===== config.mk =====
export PLATFORM = sky130hd
export DESIGN_NAME = snake_engine
export DESIGN_NICKNAME = d
export VERILOG_FILES = /design/src/rtl/snake_pkg.sv /design/src/rtl/snake_seg_ram.sv /design/src/rtl/snake_engine.sv
export SDC_FILE = /design/constraint.sdc
export NUM_CORES = 1
export LEC_CHECK = 0
export CAP_MARGIN = 0
export CORE_MARGIN = 2
export CORE_UTILIZATION = 35
export DETAILED_ROUTE_END_ITERATION = 7
export HOLD_SLACK_MARGIN = 0.06
export SKIP_CTS_REPAIR_TIMING = 1
export SYNTH_ARGS = -nofsm -noshare
export SYNTH_HDL_FRONTEND = slang
export SYNTH_SLANG_ARGS = --single-unit

===== constraint.sdc =====
create_clock -name clk -period 6.2 [get_ports clk]
set_clock_uncertainty 0.05 [all_clocks]
set_input_delay 0.62 -clock clk [delete_from_list [all_inputs] [get_ports clk]]
set_output_delay 0.62 -clock clk [all_outputs]
set_load 0.01 [all_outputs]

===== src/rtl/snake_pkg.sv =====
// Shared types for the snake engine: directions, death causes, engine FSM states.
package snake_pkg;

  localparam int unsigned CoordW = 6;

  typedef enum logic [1:0] {
    DirUp    = 2'd0,
    DirRight = 2'd1,
    DirDown  = 2'd2,
    DirLeft  = 2'd3
  } direction_e;

  typedef enum logic [1:0] {
    CauseNone = 2'd0,
    CauseWall = 2'd1,
    CauseSelf = 2'd2
  } death_cause_e;

  typedef enum logic [2:0] {
    StIdle,
    StInit,
    StRun,
    StScan,
    StCommit,
    StDead
  } engine_state_e;

  // Opposite directions differ only in bit 1 with this encoding.
  function automatic direction_e opposite(input direction_e d);
    return direction_e'(d ^ 2'b10);
  endfunction

endpackage


===== src/rtl/snake_seg_ram.sv =====
// Segment buffer: Depth x 12-bit {x, y} register array, one write port,
// asynchronous scan and draw read ports.
module snake_seg_ram #(
  parameter int unsigned Depth = 64,
  parameter int unsigned AddrW = $clog2(Depth)
) (
  input  logic             clk,
  input  logic             we,
  input  logic [AddrW-1:0] waddr,
  input  logic [11:0]      wdata,
  input  logic [AddrW-1:0] scan_addr,
  output logic [11:0]      scan_data,
  input  logic [AddrW-1:0] draw_addr,
  output logic [11:0]      draw_data
);

  logic [11:0] mem [Depth];

  always_ff @(posedge clk) begin
    if (we) begin
      mem[waddr] <= wdata;
    end
  end

  assign scan_data = mem[scan_addr];
  assign draw_data = mem[draw_addr];

endmodule


===== src/rtl/snake_engine.sv =====
// Snake movement engine: circular segment buffer, one step per tick with
// reverse rejection, growth, wall/wrap borders and a sequential self-collision scan.
module snake_engine
  import snake_pkg::*;
#(
  parameter int unsigned GRID_W   = 32,
  parameter int unsigned GRID_H   = 24,
  parameter int unsigned MAX_LEN  = 64,
  parameter int unsigned INIT_LEN = 3,
  parameter int unsigned INIT_X   = 10,
  parameter int unsigned INIT_Y   = 12,
  parameter int unsigned WRAP     = 0,
  localparam int unsigned LenW    = $clog2(MAX_LEN + 1),
  localparam int unsigned IdxW    = $clog2(MAX_LEN)
) (
  input  logic               clk,
  input  logic               rst,
  input  logic               tick,
  input  logic               start,
  input  direction_e         dir,
  input  logic               grow,
  output logic [5:0]         head_x,
  output logic [5:0]         head_y,
  output logic [LenW-1:0]    length,
  output logic               alive,
  output death_cause_e       dead_cause,
  output logic               busy,
  output logic               step_done,
  output logic               tick_overrun,
  input  logic [IdxW-1:0]    rd_idx,
  output logic [5:0]         rd_x,
  output logic [5:0]         rd_y,
  output logic               rd_valid
);

  localparam logic [CoordW-1:0] InitX0 = CoordW'(INIT_X + 1 - INIT_LEN);
  localparam logic [CoordW-1:0] MaxX   = CoordW'(GRID_W - 1);
  localparam logic [CoordW-1:0] MaxY   = CoordW'(GRID_H - 1);

  engine_state_e     state_q, state_d;
  logic [IdxW-1:0]   head_ptr_q, head_ptr_d;
  logic [IdxW-1:0]   cnt_q, cnt_d;
  logic [LenW-1:0]   length_q, length_d;
  logic [LenW-1:0]   scan_len_q, scan_len_d;
  logic [CoordW-1:0] head_x_q, head_x_d, head_y_q, head_y_d;
  logic [CoordW-1:0] nx_q, nx_d, ny_q, ny_d;
  direction_e        heading_q, heading_d, dir_q, dir_d;
  death_cause_e      cause_q, cause_d;
  logic              alive_q, alive_d, grow_q, grow_d;
  logic              step_done_q, step_done_d, overrun_q, overrun_d;
  logic [CoordW-1:0] rd_x_q, rd_y_q;
  logic              rd_valid_q;

  logic              we;
  logic [IdxW-1:0]   waddr;
  logic [11:0]       wdata;
  logic [11:0]       scan_data, draw_data;
  logic [IdxW-1:0]   scan_addr, draw_addr;

  direction_e        eff_dir;
  logic [CoordW-1:0] cand_x, cand_y;
  logic              border_hit;
  logic [LenW-1:0]   run_scan_len;

  assign scan_addr = head_ptr_q - cnt_q;
  assign draw_addr = head_ptr_q - rd_idx;

  snake_seg_ram #(
    .Depth (MAX_LEN)
  ) u_seg_ram (
    .clk       (clk),
    .we        (we),
    .waddr     (waddr),
    .wdata     (wdata),
    .scan_addr (scan_addr),
    .scan_data (scan_data),
    .draw_addr (draw_addr),
    .draw_data (draw_data)
  );

  // Next-head candidate; border_hit flags a crossing, cand holds the wrapped cell.
  always_comb begin
    eff_dir    = (dir == opposite(heading_q)) ? heading_q : dir;
    cand_x     = head_x_q;
    cand_y     = head_y_q;
    border_hit = 1'b0;
    unique case (eff_dir)
      DirUp: begin
        if (head_y_q == '0) begin
          border_hit = 1'b1;
          cand_y     = MaxY;
        end else begin
          cand_y = head_y_q - 6'd1;
        end
      end
      DirDown: begin
        if (head_y_q == MaxY) begin
          border_hit = 1'b1;
          cand_y     = '0;
        end else begin
          cand_y = head_y_q + 6'd1;
        end
      end
      DirLeft: begin
        if (head_x_q == '0) begin
          border_hit = 1'b1;
          cand_x     = MaxX;
        end else begin
          cand_x = head_x_q - 6'd1;
        end
      end
      DirRight: begin
        if (head_x_q == MaxX) begin
          border_hit = 1'b1;
          cand_x     = '0;
        end else begin
          cand_x = head_x_q + 6'd1;
        end
      end
    endcase
    // Without growth the tail cell vacates this step, so it is not scanned.
    run_scan_len = grow ? length_q : length_q - 1'b1;
  end

  always_comb begin
    state_d     = state_q;
    head_ptr_d  = head_ptr_q;
    cnt_d       = cnt_q;
    length_d    = length_q;
    scan_len_d  = scan_len_q;
    head_x_d    = head_x_q;
    head_y_d    = head_y_q;
    nx_d        = nx_q;
    ny_d        = ny_q;
    heading_d   = heading_q;
    dir_d       = dir_q;
    cause_d     = cause_q;
    alive_d     = alive_q;
    grow_d      = grow_q;
    step_done_d = 1'b0;
    overrun_d   = overrun_q;
    we          = 1'b0;
    waddr       = head_ptr_q + 1'b1;
    wdata       = {nx_q, ny_q};

    if (tick && busy) begin
      overrun_d = 1'b1;
    end

    unique case (state_q)
      StIdle, StDead: begin
        if (start) begin
          state_d    = StInit;
          cnt_d      = '0;
          length_d   = '0;
          head_ptr_d = '0;
          overrun_d  = 1'b0;
        end
      end
      StInit: begin
        we    = 1'b1;
        waddr = cnt_q;
        wdata = {InitX0 + CoordW'(cnt_q), CoordW'(INIT_Y)};
        if (cnt_q == IdxW'(INIT_LEN - 1)) begin
          state_d    = StRun;
          alive_d    = 1'b1;
          cause_d    = CauseNone;
          length_d   = LenW'(INIT_LEN);
          head_ptr_d = IdxW'(INIT_LEN - 1);
          heading_d  = DirRight;
          head_x_d   = CoordW'(INIT_X);
          head_y_d   = CoordW'(INIT_Y);
        end else begin
          cnt_d = cnt_q + 1'b1;
        end
      end
      StRun: begin
        if (tick) begin
          grow_d     = grow;
          dir_d      = eff_dir;
          nx_d       = cand_x;
          ny_d       = cand_y;
          cnt_d      = '0;
          scan_len_d = run_scan_len;
          if (border_hit && (WRAP == 0)) begin
            state_d = StDead;
            alive_d = 1'b0;
            cause_d = CauseWall;
          end else if (run_scan_len == '0) begin
            state_d = StCommit;
          end else begin
            state_d = StScan;
          end
        end
      end
      StScan: begin
        if (scan_data == {nx_q, ny_q}) begin
          state_d = StDead;
          alive_d = 1'b0;
          cause_d = CauseSelf;
        end else if (LenW'(cnt_q) == scan_len_q - 1'b1) begin
          state_d = StCommit;
        end else begin
          cnt_d = cnt_q + 1'b1;
        end
      end
      StCommit: begin
        we          = 1'b1;
        head_ptr_d  = head_ptr_q + 1'b1;
        head_x_d    = nx_q;
        head_y_d    = ny_q;
        heading_d   = dir_q;
        step_done_d = 1'b1;
        state_d     = StRun;
        if (grow_q && (length_q < LenW'(MAX_LEN))) begin
          length_d = length_q + 1'b1;
        end
      end
      default: state_d = StIdle;
    endcase
  end

  always_ff @(posedge clk or negedge rst) begin
    if (!rst) begin
      state_q     <= StIdle;
      head_ptr_q  <= '0;
      cnt_q       <= '0;
      length_q    <= '0;
      scan_len_q  <= '0;
      head_x_q    <= CoordW'(INIT_X);
      head_y_q    <= CoordW'(INIT_Y);
      nx_q        <= '0;
      ny_q        <= '0;
      heading_q   <= DirRight;
      dir_q       <= DirRight;
      cause_q     <= CauseNone;
      alive_q     <= 1'b0;
      grow_q      <= 1'b0;
      step_done_q <= 1'b0;
      overrun_q   <= 1'b0;
    end else begin
      state_q     <= state_d;
      head_ptr_q  <= head_ptr_d;
      cnt_q       <= cnt_d;
      length_q    <= length_d;
      scan_len_q  <= scan_len_d;
      head_x_q    <= head_x_d;
      head_y_q    <= head_y_d;
      nx_q        <= nx_d;
      ny_q        <= ny_d;
      heading_q   <= heading_d;
      dir_q       <= dir_d;
      cause_q     <= cause_d;
      alive_q     <= alive_d;
      grow_q      <= grow_d;
      step_done_q <= step_done_d;
      overrun_q   <= overrun_d;
    end
  end

  // Draw read port, registered and independent of the scan.
  always_ff @(posedge clk or negedge rst) begin
    if (!rst) begin
      rd_x_q     <= '0;
      rd_y_q     <= '0;
      rd_valid_q <= 1'b0;
    end else begin
      rd_x_q     <= draw_data[11:6];
      rd_y_q     <= draw_data[5:0];
      rd_valid_q <= LenW'(rd_idx) < length_q;
    end
  end

  assign busy         = (state_q == StInit) || (state_q == StScan) || (state_q == StCommit);
  assign head_x       = head_x_q;
  assign head_y       = head_y_q;
  assign length       = length_q;
  assign alive        = alive_q;
  assign dead_cause   = cause_q;
  assign step_done    = step_done_q;
  assign tick_overrun = overrun_q;
  assign rd_x         = rd_x_q;
  assign rd_y         = rd_y_q;
  assign rd_valid     = rd_valid_q;

endmodule


==> flow_summary.json <==
{
  "status": "finished, final reports clean",
  "ant_nets": 0,
  "rsz0062_at_grt": "false",
  "async_flop_share_pct": 9.005,
  "timing.rr.start": "head_ptr_q[0]$_DFFE_PN0P_",
  "ys_ff_latch": 844,
  "critPathSlowestCell": "a2111oi_0",
  "drt_iter0_drc": 3402,
  "grt_usage_pct": 21.06,
  "via_per_inst": 6.188,
  "startpoint": "head_ptr_q[0]$_DFFE_PN0P_",
  "grt_max_degree": 77,
  "cp_cell_sequence": "inv_1 > ha_4 > fa_4 > xnor2_4 > buf_12 > mux4_2 > and3_1 > a2111oi_0 > nor4_1 > xnor2_1 > nand4_1 > o22ai_1 > and4_1 > a21oi_1 > mux2_2",
  "drt_wl_total_um": 127300,
  "crit_family": "compound AO/OA/AOI/OAI gates",
  "worst_pin_slew_ps": 1314,
  "clk_path_buf_depth": 3,
  "dp_hpwl_um": 79350,
  "largest_reg_flops": 768,
  "start_kind": "flip-flop",
  "cap_violations": 0,
  "worstPathArrival_ps": 6220,
  "syn_nets": 2408,
  "gp_congestion": 0.8809,
  "rows": 125,
  "antenna_found_initial": 3,
  "cpPeakStageDelay_ps": 730,
  "netlist_area_mm2": 0.04099,
  "drv_slew": 0,
  "grt_pass1_vias": 25380,
  "p_leak_uw": 0.01546,
  "top_register": "u_seg_ram.mem",
  "setup_tns_ps": 0,
  "io_pins": 51,
  "worst-path-buf-inv": 2,
  "yosysUniqueCellTypes": 78,
  "synth_ff_type": "edfxtp_1",
  "route.detailed.drc": 0,
  "postSynthAreaPerCell_um2": 17.32,
  "crit_type": "flip-flop to flip-flop",
  "fin_util_pct": 40.60,
  "fmax_mhz": 175.0,
  "critPathMaxFanout": 24,
  "hold_viol": 0,
  "cts_buffers": 89,
  "maxSlewHeadroom_pct": 12.37,
  "yosys_warnings": 0,
  "grt_first_pass_wirelength_um": 183900,
  "fin_crit_ps": 5714,
  "layout-drive-gt1-share_pct": 29.74,
  "insertion_delay_ps": 670,
  "min_path_type": "input port to asynchronous set/reset pin",
  "powerDensity_mw_per_mm2": 617.3,
  "wl_per_cell_um": 31.30,
  "grt_overflow_total": 0,
  "syn_inst": 2366,
  "root_buffer": "clkbuf_16",
  "dieArea_mm2": 0.1199,
  "area_growth_pct": 15.09,
  "n_antenna_cell": 0,
  "cts_tree": "built",
  "crit_path_end_kind": "flip-flop",
  "initial_core_util_pct": 35.27,
  "dieHeight_um": 346.2,
  "clk_pin_slew_ps": 60,
  "portBuffers": 50,
  "critPathRequiredTime_ps": 6700,
  "core_area_mm2": 0.1162,
  "vdd.ir_drop.worst_uv": 483.9,
  "drt-pass1-iter-count": 7,
  "finalSetupViolCount": 0,
  "num_vias": 25160,
  "htreeDepth": 3,
  "cts.sink_count": 844,
  "synth_seq_area_share_pct": 60.92,
  "fin_nets": 2511,
  "die_x_um": 346.2,
  "synth-edff-count": 768,
  "period_share_pct": 92.16
}
[per-stage QoR]
stage | cell area (um2) | total power, uW | hold slack (ps) | setup slack (ps) | std cells
2_1_floorplan | 40990 | 17860 | 274.4 | 1569 | 2366
3_3_place_gp | 44080 | 23280 | 399.0 | 673.7 | 3901
3_5_place_dp | 44080 | 23440 | 401.0 | 680.9 | 3901
4_1_cts | 47150 | 29070 | 101.8 | 651.7 | 4065
5_1_grt | 47180 | 30220 | 164.2 | 218.2 | 4066
6_report | 47180 | 29120 | 85.21 | 485.9 | 4066
[cell families after synthesis]
family          share of synthesized area [%]
flops                                   60.92
simple gates                            5.449
mux                                     25.11
compound gates                          4.087
buf+inv                                 2.296
xor+xnor                                1.215
fa+ha+maj                              0.9219
[cells in the mapped netlist (7+ instances only)]
master,n,area share [%]
buf_6,7,0.19
o21ai_0,56,0.68
a21o_1,8,0.15
buf_1,24,0.22
mux2i_1,52,1.3
ha_1,27,0.82
nand3_1,32,0.39
nor2b_1,19,0.29
nor2_1,116,1.1
a211oi_1,18,0.33
inv_1,44,0.40
a31oi_1,18,0.27
a221oi_1,8,0.17
buf_4,14,0.26
a2111oi_0,16,0.34
and2_1,12,0.18
clkbuf_1,94,0.86
nand2_1,195,1.8
xnor2_1,33,0.71
nand4_1,26,0.40
xor2_1,22,0.47
or3_1,7,0.11
mux4_2,429,24
nor3_1,29,0.35
edfxtp_1,768,56
buf_2,29,0.35
dfrtp_1,70,4.3
nor4_1,7,0.11
nand2b_1,9,0.14
o211ai_1,9,0.16
and3_1,15,0.23
o22ai_1,9,0.14
a21oi_1,46,0.56
[layout make-up]
cell class	instances	area, um2
clock buffers	99	2310
clock inverters	65	753.2
fillers	10250	69030
inverters	45	168.9
multi-input cells	1309	15310
flip-flops and latches	844	24970
well taps	1524	1907
repair buffers	180	1757
[worst paths after layout]
kind | end | slack [ps] | cells past startpoint
worst min register to register | dir_q[0]$_DFFE_PN1P_ | 410 | 2
max in group asynchronous | rd_y[4]$_DFF_PN0_ | 5300 | 1
worst max-delay path | cnt_q[0]$_DFFE_PN0P_ | 490 | 15
worst min-delay path | heading_q[1]$_DFFE_PN0P_ | 90 | 1
worst max register to register | cnt_q[0]$_DFFE_PN0P_ | 490 | 15
min in group clk | dir_q[0]$_DFFE_PN1P_ | 410 | 2
[power breakdown]
part,switching (uW),internal [uW]
clock network,2300,3290
logic,9170,6490
registers,399,7460
total,11900,17200
[layout by cell type, fill, tap and decap left out, drive strengths merged, types with 15 or more instances in the layout]
cell type      netlist  routed
a2111oi             16      16
a211oi              18      18
a21oi               46      46
a31oi               18      18
and2                17      17
and3                15      15
buf                 74     131
clkbuf              94      99
clkdlybuf4s50        0      49
clkinv               1      39
dfrtp               70      70
edfxtp             768     768
ha                  27      27
inv                 44      54
mux2i               52      52
mux4               431     431
nand2              196     196
nand3               32      32
nand4               26      26
nor2               116     116
nor2b               19      19
nor3                30      30
o21ai               57      57
xnor2               34      34
xor2                22      22
[routing by layer]
metal	vias to the layer above	global-route usage [%]	wire, um
met3	243	5.721	14650
li1	9978	-	-
met4	4	7.584	4392
met5	-	0	27
met1	13190	27.69	48010
met2	1748	33.60	60200
(Power assumes the default switching activity.)
